### config.mk
export PLATFORM = sky130hd
export DESIGN_NAME = pn_spread_ctrl
export DESIGN_NICKNAME = d
export VERILOG_FILES = /design/src/rtl/pn_ctrl_pkg.sv /design/src/rtl/chip_fifo.sv /design/src/rtl/pn_spread_ctrl.sv
export SDC_FILE = /design/constraint.sdc
export NUM_CORES = 1
export LEC_CHECK = 0
export BUFFER_PORTS_ARGS = -buffer_cell sky130_fd_sc_hd__buf_2
export CORE_MARGIN = 8
export CORE_UTILIZATION = 40
export DETAILED_ROUTE_END_ITERATION = 6
export HOLD_SLACK_MARGIN = 0.05
export SETUP_SLACK_MARGIN = 0.5
export SYNTH_ARGS = -nofsm -noshare
export SYNTH_HDL_FRONTEND = slang
export SYNTH_SLANG_ARGS = --single-unit
### constraint.sdc
create_clock -name clk -period 3.8 [get_ports clk]
set_clock_uncertainty 0.1 [all_clocks]
set_input_delay 0.38 -clock clk [delete_from_list [all_inputs] [get_ports clk]]
set_output_delay 0.38 -clock clk [all_outputs]
set_load 0.005 [all_outputs]
### src/rtl/pn_ctrl_pkg.sv
// rtl/pn_ctrl_pkg.sv - shared defaults and state encoding for the PN spreading controller
package pn_ctrl_pkg;

    localparam int DEF_ADDR_WIDTH = 10;
    localparam int DEF_FIFO_DEPTH = 2;

    localparam logic [1:0] ST_IDLE  = 2'd0;
    localparam logic [1:0] ST_RUN   = 2'd1;
    localparam logic [1:0] ST_DRAIN = 2'd2;

    typedef enum logic [1:0] {
        PN_IDLE  = ST_IDLE,
        PN_RUN   = ST_RUN,
        PN_DRAIN = ST_DRAIN
    } pn_state_e;

endpackage

### src/rtl/chip_fifo.sv
// rtl/chip_fifo.sv - small output buffer holding {last, data} chip pairs
module chip_fifo #(
    parameter int DEPTH = 2,
    parameter int CW    = $clog2(DEPTH + 1)
) (
    input  logic          clk,
    input  logic          rst,
    input  logic          push,
    input  logic [1:0]    push_data,
    input  logic          pop,
    output logic          valid,
    output logic [1:0]    data,
    output logic [CW-1:0] count
);
    localparam int PW = (DEPTH > 1) ? $clog2(DEPTH) : 1;
    localparam logic [PW-1:0] PTR_LAST = PW'(DEPTH - 1);
    localparam logic [PW-1:0] PTR_ONE  = PW'(1);
    localparam logic [CW-1:0] CNT_ONE  = CW'(1);

    logic [1:0]    mem [DEPTH];
    logic [PW-1:0] wr_ptr;
    logic [PW-1:0] rd_ptr;
    logic          do_pop;

    assign valid  = (count != '0);
    assign do_pop = pop && valid;
    // Head is forced to zero when empty so idle outputs read as 0.
    assign data   = valid ? mem[rd_ptr] : 2'b00;

    always_ff @(posedge clk) begin
        if (rst) begin
            wr_ptr <= '0;
            rd_ptr <= '0;
            count  <= '0;
            for (int i = 0; i < DEPTH; i++) begin
                mem[i] <= 2'b00;
            end
        end else begin
            if (push) begin
                mem[wr_ptr] <= push_data;
                wr_ptr      <= (wr_ptr == PTR_LAST) ? '0 : wr_ptr + PTR_ONE;
            end
            if (do_pop) begin
                rd_ptr <= (rd_ptr == PTR_LAST) ? '0 : rd_ptr + PTR_ONE;
            end
            case ({push, do_pop})
                2'b10:   count <= count + CNT_ONE;
                2'b01:   count <= count - CNT_ONE;
                default: count <= count;
            endcase
        end
    end

endmodule

### src/rtl/pn_spread_ctrl.sv
// rtl/pn_spread_ctrl.sv - spreads input symbols with a PN ROM sequence into a chip stream
module pn_spread_ctrl
    import pn_ctrl_pkg::*;
#(
    parameter int ADDR_WIDTH = DEF_ADDR_WIDTH,
    parameter int FIFO_DEPTH = DEF_FIFO_DEPTH
) (
    input  logic                  clk,
    input  logic                  rst,
    input  logic                  enable,
    input  logic [ADDR_WIDTH-1:0] len_m1,
    input  logic                  sym_valid,
    input  logic                  sym_data,
    output logic                  sym_ready,
    output logic                  rom_ena,
    output logic [ADDR_WIDTH-1:0] rom_addr,
    input  logic                  rom_data,
    input  logic                  rom_valid,
    output logic                  chip_valid,
    output logic                  chip_data,
    output logic                  chip_last,
    input  logic                  chip_ready,
    output logic                  busy
);
    localparam int CW = $clog2(FIFO_DEPTH + 1);
    localparam logic [CW:0]           DEPTH_LIM = (CW + 1)'(FIFO_DEPTH);
    localparam logic [ADDR_WIDTH-1:0] ADDR_ONE  = ADDR_WIDTH'(1);

    logic [1:0]            state;
    logic [ADDR_WIDTH-1:0] len_q;
    logic [ADDR_WIDTH-1:0] addr;
    logic                  held;
    logic                  sym_bit;
    logic                  inflight;
    logic                  fl_sym;
    logic                  fl_last;
    logic [CW-1:0]         occ;
    logic [CW:0]           used;
    logic [1:0]            head;
    logic                  at_last;
    logic                  pop;
    logic                  push;
    logic                  accept;

    assign at_last  = (addr == len_q);
    assign pop      = chip_valid && chip_ready;
    // Credit: buffered chips plus the read still returning, minus what leaves now.
    assign used     = {1'b0, occ} + {{CW{1'b0}}, inflight} - {{CW{1'b0}}, pop};
    assign rom_ena  = held && (used < DEPTH_LIM);
    assign rom_addr = addr;
    assign sym_ready = (state == ST_RUN) && enable && (!held || (rom_ena && at_last));
    assign accept   = sym_valid && sym_ready;
    // A returning chip is only taken when we actually issued a read last cycle.
    assign push     = rom_valid && inflight;
    assign busy     = (state != ST_IDLE);
    assign chip_data = head[0];
    assign chip_last = head[1];

    always_ff @(posedge clk) begin
        if (rst) begin
            state    <= ST_IDLE;
            len_q    <= '0;
            addr     <= '0;
            held     <= 1'b0;
            sym_bit  <= 1'b0;
            inflight <= 1'b0;
            fl_sym   <= 1'b0;
            fl_last  <= 1'b0;
        end else begin
            inflight <= rom_ena;
            if (rom_ena) begin
                fl_sym  <= sym_bit;
                fl_last <= at_last;
                addr    <= at_last ? '0 : addr + ADDR_ONE;
            end
            if (accept) begin
                held    <= 1'b1;
                sym_bit <= sym_data;
            end else if (rom_ena && at_last) begin
                held <= 1'b0;
            end
            case (state)
                ST_IDLE: if (enable) begin
                    state <= ST_RUN;
                    len_q <= len_m1;
                    addr  <= '0;
                end
                ST_RUN: if (!enable && !held) begin
                    state <= ST_DRAIN;
                end
                ST_DRAIN: if (!inflight && !chip_valid) begin
                    state <= ST_IDLE;
                end
                default: state <= ST_IDLE;
            endcase
        end
    end

    chip_fifo #(
        .DEPTH (FIFO_DEPTH),
        .CW    (CW)
    ) u_chip_fifo (
        .clk       (clk),
        .rst       (rst),
        .push      (push),
        .push_data ({fl_last, rom_data ^ fl_sym}),
        .pop       (pop),
        .valid     (chip_valid),
        .data      (head),
        .count     (occ)
    );

endmodule

Word-level counts from Yosys, hierarchy flattened. Memory sizes are Yosys's and may differ from the RTL's. A register that Yosys moved wholly into a read port is not among the register bits. Index checks and enable logic that the tools add are counted.

Flip-flop bits (word level): 31. Bits in latches: 0. RAM bits: 4. Bits in read-only memories: 0. Output and inout bits: 16. Memories: 1.

$add $sub $neg: 7. Multipliers: 0. Div/mod/pow operators: 0. Order comparisons: 1. Eq/ne operators: 8. Shift operators: 0. Mux-type cells: 24. Bitwise logic cells: 1. Reduce and logical (&&, ||, !) cells: 23.

Memory list: u_chip_fifo.mem (depth 2, bits a word 2, read ports 1, clocked after Yosys merged registers in 1, write ports 2, RTL line chip_fifo.sv:20) `logic [1:0] mem [DEPTH];`.

Operator list (number): 10-bit two-way mux (4); 1-bit two-way mux (13); 10-bit by 1-bit adder with 10-bit output, second input constant (1); 10-bit == test (1); 1-bit logical AND (10); 2-bit two-way mux (5); 2-bit nonzero test (4); 2-bit one-hot mux with 3 select lines (1); 2-bit by 1-bit == test with 1-bit output, second input constant (2); 2-bit == test, second input constant (2); 1-bit zero test (4); 2-bit inequality test, second input constant (2); 2-bit one-hot mux with 2 select lines (1); 2-bit by 1-bit adder with 3-bit output (1); 3-bit by 2-bit less-than comparator with 1-bit output, second input constant (1); 3-bit AND reduction (1); 3-bit by 1-bit subtractor with 3-bit output (1); 1-bit adder, second input constant (2); 2-bit by 1-bit adder with 2-bit output, second input constant (1); 2-bit zero test (1); 2-bit by 1-bit inequality test with 1-bit output, second input constant (1); 2-bit AND reduction (1); 2-bit OR reduction (1); 2-bit by 1-bit subtractor with 2-bit output, second input constant (1); 2 further kinds (2).

Logic depth before layout (Yosys ltp).
Word-level depth: 10. Gate-level depth with buffers: 10.

By module. Synthesis repeated with hierarchy kept, for this count alone.

Cell total of the unflattened synthesis: 179. Area total of the unflattened synthesis: 1687.9 um^2.

By module, submodules not included: pn_spread_ctrl (instances 1, cells an instance 138, area each 1291.2 um^2, sequential area each 540.5 um^2); chip_fifo (instances 1, cells an instance 41, area each 396.6 um^2, sequential area each 220.2 um^2).

Worst setup path after synthesis. No wires, ideal clock.

Path type: register -> output. Start point: register u_chip_fifo.count[1]. End point: output port sym_ready. Arrival time: 2.406 ns. Required time: 3.320 ns. Path slack: 0.914 ns. Cell stages (with the launch flop): 11. Path buffers: 0. Path through: dfxtp_1 nor2_1 nor2b_1 ha_1 nand2b_1 fa_1 nand2_2 nor2_4 nand4_2 nand2_1 and4b_1.

Word-level cells in the longest chain between the ends: 8. Elaborated cells on any way between the ends: 9. Classes of those cells: add/sub (2); order compare (1); reduce/logical (6).

Ends and longest elaborated chain: from (decl) (RTL line chip_fifo.sv:13) `output logic [CW-1:0] count`; from (signal assigned) (RTL line chip_fifo.sv:47) `2'b10: count <= count + CNT_ONE;`; from (signal assigned) (RTL line chip_fifo.sv:48) `2'b01: count <= count - CNT_ONE;`; from (signal assigned) (RTL line chip_fifo.sv:49) `default: count <= count;`; parallel branches: the longest is 2 deep, another holds 2-bit by 1-bit adder with 3-bit output; 3-bit by 1-bit subtractor with 3-bit output * (RTL line pn_spread_ctrl.sv:48) `assign used = {1'b0, occ} + {{CW{1'b0}}, inflight} - {{CW{1'b0}}, pop};`; 3-bit by 2-bit less-than comparator with 1-bit output * (RTL line pn_spread_ctrl.sv:49) `assign rom_ena = held && (used < DEPTH_LIM);`; 1-bit logical AND * (RTL line pn_spread_ctrl.sv:49); net rom_ena (RTL line pn_spread_ctrl.sv:15) `output logic rom_ena,`; 1-bit logical AND * (RTL line pn_spread_ctrl.sv:51) `assign sym_ready = (state == ST_RUN) && enable && (!held || (rom_ena && at_last));`; 1-bit logical OR * (RTL line pn_spread_ctrl.sv:51); 1-bit logical AND * (RTL line pn_spread_ctrl.sv:51); to (decl) (RTL line pn_spread_ctrl.sv:14) `output logic sym_ready,`.

Mark *: on every way through the listed nets, which the timed path passes.

Final worst setup path.
Start point: register u_chip_fifo.count[0]. End point: output port sym_ready.

Word-level cells in the longest chain between the ends: 8. Elaborated cells on any way between the ends: 9. Classes of those cells: add/sub (2); order compare (1); reduce/logical (6).

Ends and longest elaborated chain (RTL line): parallel branches: the longest is 2 deep, another holds 2-bit by 1-bit adder with 3-bit output; 3-bit by 1-bit subtractor with 3-bit output * (pn_spread_ctrl.sv:48); 3-bit by 2-bit less-than comparator with 1-bit output * (pn_spread_ctrl.sv:49); 1-bit logical AND * (pn_spread_ctrl.sv:49); 1-bit logical AND * (pn_spread_ctrl.sv:51); 1-bit logical OR * (pn_spread_ctrl.sv:51); 1-bit logical AND * (pn_spread_ctrl.sv:51).

Mark *: on every way between the ends.

==> metrics.md <==
| Metric | Value |
|---|---|
| Most frequent cell after synthesis | dfxtp_1 |
| Switch share | 0.240 |
| CTS max path bufs | 2 |
| Post-Synth XOR/XNOR Area | 0.137 |
| Synth area leader | dfxtp_1 |
| Final wirelength | 3380 um |
| Synthesis-to-finish area growth | 19.5% |
| GRT Util Overall | 0.112 |
| Drt drc | 0 |
| Vias in the first global route | 1,220 |
| Mapped Avg Cell Area | 9.26 um2 |
| Core area | 3970 um2 |
| GR Util met2 | 0.150 |
| H-tree levels | 2 |
| Number of I/O pins | 34 |
| Yosys warns | 0 |
| Worst setup margin | 684 ps |
| RSZ-0062 raised after global routing | no |
| Number of flops mapped to enable cells by yosys | 4 |
| Antenna violations before repair | 0 |
| Post-synthesis sequential area ratio | 0.462 |
| Post-DP HPWL | 2540 um |
| # hold bufs at CTS | 0 |
| Global routing met3 resource utilization | 0.0379 |
| P_leak | 0.830 nW |
| Starting Density | 0.415 |
| Wirelength per Cell | 12.7 um |
| P_sw | 0.172 mW |
| Post-layout util | 0.496 |
| CP arrival | 2640 ps |
| Period utilisation layout | 0.820 |
| Nets@finish | 237 |
| First DRT Iteration DRCs | 51 |
| Post-layout instance area | 1970 um2 |
| Internal | 0.547 mW |
| Final hold vios | 0 |
| M1 GR Usage | 0.155 |
| Syn Std Cell Area | 1650 um2 |
| Status | finished clean |
| Most Crowded Layer GR | met1 |
| Maximum vdd drop | 0.177 mV |
| Via count | 1,258 |
| Crit end category | primary output |
| Accumulated negative setup slack | 0 ps |
| Synth async-reset ratio | 0 |
| Mux cell area share after synthesis | 0.0243 |
| Fin crit period | 3120 ps |
| GP Congestion | 0.738 |
| Yosys top cell area share | 0.389 |
| Pin count of the biggest net entering global routing | 31 |
| Post-synthesis compound-gate area fraction | 0.0774 |
| Core Rows | 23 |
| DR vias/cell | 4.75 |
| Total Power | 0.720 mW |
| Post-Syn Nets | 200 |
| Clock transition at path regs | 70 ps |
| FF+latch count, synth | 36 |
| Worst-Skew Late Latency | 280 ps |
| Slew at the pin closest to its max-slew limit | 564 ps |
| CTS root buf | clkbuf_8 |
| Die height | 80.2 um |
| Share of layout cells above drive strength 1 | 0.256 |
| Clk pwr share | 0.348 |
| Setup-failing EPs final | 0 |
| Slew headroom | 0.621 |
| Fin Hold WS | 235 ps |
| Placed cell area | 1860 um2 |
| Die Area | 6430 um2 |
| TritonRoute pass-1 iters | 4 |
| Worst slack, placed | 578 ps |
| Clk sinks | 36 |
| TritonCTS clock tree | done |
| Main combinational cell family by area after synthesis | simple AND/OR/NAND/NOR gates |
| Part of the power in registers | 0.562 |
| Top cells by count, synth | dfxtp_1 (32), nand2_1 (29), xor2_1 (20) |
| Placed cells | 257 |
| Power per cell area | 365 nW/um2 |
| Synth Area in Adders | 0.0349 |
| Tightest Hold Check Type | primary input to flip-flop |
| Comb power frac | 0.091 |
| Post-route ant nets | 0 |
| Slew Viols, Final | 0 |
| Primary FF master, synth | dfxtp_1 |
| Critical Path Fanout Max | 6 |
| N_diodes | 0 |
| Fmax | 0.321 GHz |
| Top cells by area, synth | dfxtp_1 (39%), xor2_1 (11%), edfxtp_1 (7.3%), nand2_1 (6.6%), a21oi_1 (4.9%) |
| PortBufs | 33 |
| Cts bufs inserted | 5 |
| Die X | 80.2 um |
| Critical path class | flip-flop to primary output |
| Critical Path Start Type | flip-flop |
| Post-Layout Cell Count | 265 |
| CP required | 3320 ps |
| Cell count after synthesis | 178 |
| Netlist cell types | 38 |
| First-pass GRT wire length | 5670 um |
| Number of max-cap violations | 0 |
| Simple-gate share of the synthesized area | 0.246 |
| GRT overflow | 0 |
[final timing paths]
| check | from | end | slack (ps) | depth (start not counted) |
|---|---|---|---|---|
| max | u_chip_fifo.count[0] | sym_ready | 680 | 11 |
| min | len_m1[7] | len_q[7] | 240 | 3 |
| max reg2reg | u_chip_fifo.count[0] | rom_addr[7] | 1090 | 10 |
| min reg2reg | len_q[5] | len_q[5] | 370 | 2 |
[logic make-up (layout without fill, tap and decap cells)]
logic type,Yosys count,in the layout
buffers and inverters,8,45
and+or+nand+nor,78,78
xor gates and xnor gates,25,25
AOI/OAI and AO/OA,23,23
muxes,4,4
DFF,36,36
adders and majority gates,4,4
[metal layers]
metal,vias up,part of all wire
met5,-,0
met4,0,0.014
met3,5,0.040
met2,22,0.41
met1,555,0.53
li1,676,-
[power by group through the flow]
stage / clock network, mW / logic, mW / registers, mW
6_report: 0.250 / 0.0652 / 0.404
5_1_grt: 0.274 / 0.0742 / 0.405
4_1_cts: 0.257 / 0.0647 / 0.405
3_5_place_dp: 0 / 0.0633 / 0.413
3_3_place_gp: 0 / 0.0627 / 0.413
2_1_floorplan: 0 / 0.0432 / 0.411
[layout make-up]
type                    count  area [um2]
flip-flops and latches     36         766
repair buffers             34         173
multi-input cells         134         876
well taps                  50        62.6
fillers                   402        2000
clock inverters             1        5.00
inverters                   4        15.0
clock buffers               6        72.6
[critical path: stages, from the launching register on]
cell and delay [ps]:
dfxtp_2 390, nor2_4 70, nor2b_2 170, ha_1 250
nand2b_1 150, fa_1 510, nand2_2 120, nor2_4 150
nand4_4 110, nand2_1 120, and4b_1 200, buf_2 110
[sequential cells by signal (all words and copies together), names as in the netlist, named ones only]
name                count
held                    1
inflight                1
sym_bit                 1
u_chip_fifo.mem         4
u_chip_fifo.wr_ptr      1
state                   2
len_q                  10
fl_last                 1
fl_sym                  1
u_chip_fifo.rd_ptr      1
u_chip_fifo.count       2
rom_addr               10
[layout by cell type (no fill, tap or decap), types with 2 or more instances in the layout]
cell	instances
xor2_1	20
ha_1	3
nand3_1	2
nor4_1	2
nand2_1	29
nor4b_1	2
clkbuf_8	5
mux2i_1	4
nor3_1	3
xnor2_1	4
o21ai_0	3
a21oi_1	16
nand4_1	3
nand2_2	2
nor2_1	18
inv_1	4
edfxtp_1	4
nand2b_1	3
nor2_4	2
buf_2	33
nor4_2	2
dfxtp_1	30
[timing repair]
item	4_1_cts	5_1_grt
buffers inserted	1	0
pin swaps	1	0
gates resized for setup	3	4
endpoints found under the setup margin	1	1
gates cloned	0	0
(Power assumes the default switching activity.)
